File: src/rtl/dlbf_coeffs_seq.sv
// Run sequencer for a bank of DLBF coefficient streamers: latches a run
// configuration, resets/arms the streamers, collects done flags and retires the run.
module dlbf_coeffs_seq #(
  parameter int unsigned NUM_CH       = 8,
  parameter int unsigned RST_CYCLES   = 8,
  parameter int unsigned ARM_CYCLES   = 4,
  parameter int unsigned DRAIN_CYCLES = 8,
  parameter logic [31:0] TIMEOUT      = 32'd0
) (
  input  logic              m_axis_clk,
  input  logic              m_axis_rst_n,
  input  logic              start,
  input  logic              stop,
  input  logic [NUM_CH-1:0] ch_enable,
  input  logic [11:0]       cfg_block_size,
  input  logic [11:0]       cfg_niter,
  input  logic [15:0]       cfg_rollover_addr,
  input  logic [NUM_CH-1:0] done_in,
  output logic              stream_rst,
  output logic [NUM_CH-1:0] go,
  output logic [11:0]       block_size,
  output logic [11:0]       niter,
  output logic [15:0]       rollover_addr,
  output logic              busy,
  output logic              run_done,
  output logic              irq,
  output logic [1:0]        status,
  output logic [15:0]       run_count
);

  typedef enum logic [2:0] {
    S_IDLE, S_RESET, S_ARM, S_RUN, S_DRAIN, S_DONE
  } state_t;

  localparam logic [1:0] ST_OK      = 2'b00;
  localparam logic [1:0] ST_ABORT   = 2'b01;
  localparam logic [1:0] ST_TIMEOUT = 2'b10;

  localparam logic [31:0] RST_LAST   = 32'(RST_CYCLES - 1);
  localparam logic [31:0] ARM_LAST   = 32'(ARM_CYCLES - 1);
  localparam logic [31:0] DRAIN_LAST = 32'(DRAIN_CYCLES - 1);

  state_t            state_q, state_d;
  logic [31:0]       cnt_q;
  logic [NUM_CH-1:0] en_q, done_q;
  logic [1:0]        status_d;
  logic              start_ok, all_done, timeout_hit, idle_like, enter_done;

  // NOTE: every signal written here gets a default first, otherwise paths
  // that skip an assignment infer latches.
  always_comb begin
    state_d     = state_q;
    status_d    = status;
    idle_like   = (state_q == S_IDLE) || (state_q == S_DONE);
    start_ok    = start & ~stop & (|ch_enable);
    // Completion sees this cycle's done_in so go drops on the very next edge.
    all_done    = &(done_q | (done_in & en_q) | ~en_q);
    timeout_hit = (TIMEOUT != 32'd0) && (niter != 12'd0) &&
                  (cnt_q == TIMEOUT - 32'd1);

    unique case (state_q)
      S_IDLE, S_DONE: begin
        if (start_ok) begin
          state_d  = S_RESET;
          status_d = ST_OK;
        end
      end
      S_RESET: begin
        if (cnt_q == RST_LAST) state_d = S_ARM;
      end
      S_ARM: begin
        if (stop) begin
          state_d  = S_DRAIN;
          status_d = ST_ABORT;
        end else if (cnt_q == ARM_LAST) begin
          state_d = S_RUN;
        end
      end
      S_RUN: begin
        if (stop) begin
          state_d  = S_DRAIN;
          status_d = ST_ABORT;
        end else if (all_done) begin
          state_d  = S_DRAIN;
          status_d = ST_OK;
        end else if (timeout_hit) begin
          state_d  = S_DRAIN;
          status_d = ST_TIMEOUT;
        end
      end
      S_DRAIN: begin
        if (cnt_q == DRAIN_LAST) state_d = S_DONE;
      end
      default: state_d = S_IDLE;
    endcase

    enter_done = (state_d == S_DONE) && (state_q != S_DONE);
  end

  // NOTE: sequential state uses non-blocking assignments only, so every flop
  // samples pre-edge values regardless of statement order.
  always_ff @(posedge m_axis_clk or negedge m_axis_rst_n) begin
    if (!m_axis_rst_n) begin
      state_q       <= S_IDLE;
      cnt_q         <= '0;
      en_q          <= '0;
      done_q        <= '0;
      stream_rst    <= 1'b0;
      go            <= '0;
      block_size    <= '0;
      niter         <= '0;
      rollover_addr <= '0;
      busy          <= 1'b0;
      run_done      <= 1'b0;
      irq           <= 1'b0;
      status        <= ST_OK;
      run_count     <= '0;
    end else begin
      state_q    <= state_d;
      // One counter serves the phase lengths and the RUN timeout.
      cnt_q      <= (state_d != state_q) ? '0 : cnt_q + 32'd1;
      status     <= status_d;
      stream_rst <= (state_d == S_RESET);
      go         <= (state_d == S_RUN) ? en_q : '0;
      busy       <= (state_d != S_IDLE) && (state_d != S_DONE);
      irq        <= enter_done;

      if (state_q == S_RUN) done_q <= done_q | (done_in & en_q);

      if (idle_like && start_ok) begin
        en_q          <= ch_enable;
        block_size    <= cfg_block_size;
        niter         <= cfg_niter;
        rollover_addr <= cfg_rollover_addr;
        done_q        <= '0;
        run_done      <= 1'b0;
      end

      if (enter_done) begin
        run_done <= 1'b1;
        if (status == ST_OK) run_count <= run_count + 16'd1;
      end
    end
  end

endmodule
File: config.mk
export PLATFORM = sky130hd
export DESIGN_NAME = dlbf_coeffs_seq
export DESIGN_NICKNAME = d
export VERILOG_FILES = /design/src/rtl/dlbf_coeffs_seq.sv
export SDC_FILE = /design/constraint.sdc
export NUM_CORES = 1
export LEC_CHECK = 0
export CORE_MARGIN = 2
export CORE_UTILIZATION = 40
export DETAILED_ROUTE_END_ITERATION = 10
export GPL_ROUTABILITY_DRIVEN = 0
export PLACE_DENSITY = 0.67
export SKIP_CTS_REPAIR_TIMING = 1
export SYNTH_ARGS = -nofsm -noshare
export SYNTH_HDL_FRONTEND = slang
export SYNTH_SLANG_ARGS = --single-unit
File: constraint.sdc
create_clock -name m_axis_clk -period 4.7 [get_ports m_axis_clk]
set_input_delay 1.41 -clock m_axis_clk [delete_from_list [all_inputs] [get_ports m_axis_clk]]
set_output_delay 1.41 -clock m_axis_clk [all_outputs]
set_load 0.02 [all_outputs]
==> run summary <==
status = finished clean
count leader, synth = dfrtp_1
GRT overflow = 0
row count = 41
Final Hold Viols = 0
H-tree Lvls = 4
CP startpoint kind = input pin
Post-DP HPWL = 8220 um
Seq cells post-synth = 120
Reg-to-Reg Start = cnt_q[0]$_DFF_PN0_
WL final = 11,700 um
worst hold path cell count = 1
syn_area_per_cell = 11.8 um^2
fillers = 1,104
yosys warns = 0
IO buf count = 128
final setup vio count = 0
kind of capture point of the worst setup path = register
DRC viols = 0
I/O pins = 130
n_diodes = 0
pwr/cell area = 543 mW/mm^2
Hold Path End = run_count[15]$_DFFE_PN0P_
dominant cell type by area after synthesis = dfrtp_1
Post-synth top flop = dfrtp_1
Post-synth ARST share = 1.00
synthesized area = 0.00523 mm^2
setup TNS = 0 ns
max-slew violations = 0
Initial DRT Pass Iterations = 5
CTS tree = built
RSZ-0062 raised after global routing = no
first-iteration detailed-routing DRC count = 216
maximum VDD drop = 345 uV
DR vias/cell = 5.09
die area = 0.0140 mm^2
Area Overhead vs Synth = 38.3%
area of the multi-input gates = 0.00212 mm^2
Final min period = 3.27 ns
Worst Hold Class = reg -> reg
Post-DRT Antenna Nets = 0
clk buf depth = 2
CP Max Fanout = 58
CTS sink cnt = 120
worst rel slew slack = 0.377
Die Y = 118 um
Net Count, Synth = 505
core area = 0.0127 mm^2
fin crit share = 0.696
Setup Crit Path Kind = in -> reg
Clock Latency Late Sink = 0.42 ns
Clock Tree Root = clkbuf_16
top cells by count, synth = 120 x dfrtp_1, 56 x nor2_1, 48 x mux2_2
vias in the first global route = 4,058
DR WL/cell = 15.4 um
Mapped Cells = 443
initial antenna violation count = 0
RR Endpoint = cnt_q[22]$_DFF_PN0_
max-cap violations = 0
Worst Path Arrival = 3.57 ns
FF-to-FF path depth = 8
post-synthesis sequential area ratio = 0.575
WP data required = 5.00 ns
Pleak = 0.00312 uW
hold_sp = run_count[15]$_DFFE_PN0P_
top cell type's share of synthesized area = 0.575
Least-Margin Pin Slew = 0.935 ns
largest net degree at the start of global routing = 74
Reg area = 0.00300 mm^2
DR vias = 3,882
unique cell type count in the Yosys netlist = 50
final core occ = 0.570
CTS clk-pin slew, worst paths = 0.05 ns
share of layout cells above drive strength 1 = 0.161
nets = 640
flop-to-flop setup slack = 1.84 ns
CTS Buf Count = 17
Max Clock Freq = 306 MHz
Tot GR Track Use = 0.177
Die X = 118 um
Initial Utilization = 0.412
clock skew = 0.0112 ns
Post-synth EDFFs = 0
Area contributors post-synth = dfrtp_1 57%, mux2_2 10%, xnor2_1 4.9%
first-pass GRT wire length = 19,700 um
## routing by layer
metal  vias up  track usage  routed length, um
met2       118        0.281               5730
li1       1821            -                  -
met3        15       0.0782                932
met1      1928        0.212               4920
met4         0       0.0685                144
met5         -            0                  0
## how the worst max path moves through the flow
stage / start / endpoint / slack (ns)
6_report: stop / en_q[6]$_DFFE_PN0P_ / 1.43
5_1_grt: stop / cnt_q[18]$_DFF_PN0_ / 1.29
4_1_cts: stop / rollover_addr[12]$_DFFE_PN0P_ / 1.45
3_5_place_dp: stop / en_q[6]$_DFFE_PN0P_ / 1.02
3_3_place_gp: stop / en_q[0]$_DFFE_PN0P_ / 1.01
2_1_floorplan: stop / block_size[10]$_DFFE_PN0P_ / 1.44
## state kept, by name, indices dropped and copies added, names as in the netlist
name	cells
done_q	8
busy	1
state_q	3
en_q	8
run_count	16
stream_rst	1
run_done	1
irq	1
status	1
cnt_q	32
block_size	12
rollover_addr	16
niter	12
go	8
## critical path, cell delays in order
cell and delay [ns]:
clkdlybuf4s50_1 0.55, nand2b_1 0.21, a21oi_1 0.27, nor4b_2 0.38
buf_12 0.34, mux2_2 0.38
## area by class of cell
class | count | area share
clock buffer | 29 | 0.0734
inverter | 7 | 0.00364
timing repair buffer | 130 | 0.183
tap | 172 | 0.0298
clock inverter | 2 | 0.00139
multi-input combinational | 302 | 0.294
sequential | 120 | 0.416
## cell families after synthesis
group	Yosys count	share of synthesized area
compound gates	29	0.0376
xor+xnor	45	0.0754
simple gates	176	0.180
flops	120	0.575
mux	49	0.106
fa+ha+maj	2	0.00479
other cells	1	0.000718
buf+inv	21	0.0206
## stage by stage
stage | cells | hold WS (ns) | total power (uW) | setup WS (ns) | cell area, um^2
floorplan | 443 | 0.454 | 2220 | 1.44 | 5230
global placement | 731 | 0.465 | 2750 | 1.01 | 6680
detailed placement | 731 | 0.475 | 2780 | 1.02 | 6680
CTS | 762 | 0.481 | 3980 | 1.45 | 7220
global route | 762 | 0.508 | 4140 | 1.29 | 7220
finish | 762 | 0.475 | 3930 | 1.43 | 7220
## placed cells by master (no fill, tap or decap), drive strengths merged, types with 3 or more instances in the layout
cell type,instances
clkbuf,29
xnor2,29
and3,13
mux2,49
and2,9
nor2,66
buf,3
nand2b,3
or4,4
nand2,23
nand4,11
xor2,16
a22oi,3
nor4,11
inv,7
nand3,16
dfrtp,120
clkdlybuf4s50,127
nor3,4
a31oi,9
a21oi,5
## report_power, final
part           switching [uW]  leakage, uW  internal, uW  total, uW
registers                 188      0.00158          1280       1470
clock network             415     0.000268           751       1170
logic                     647      0.00128           642       1290
Note: power is estimated with default switching activity, not from simulation.
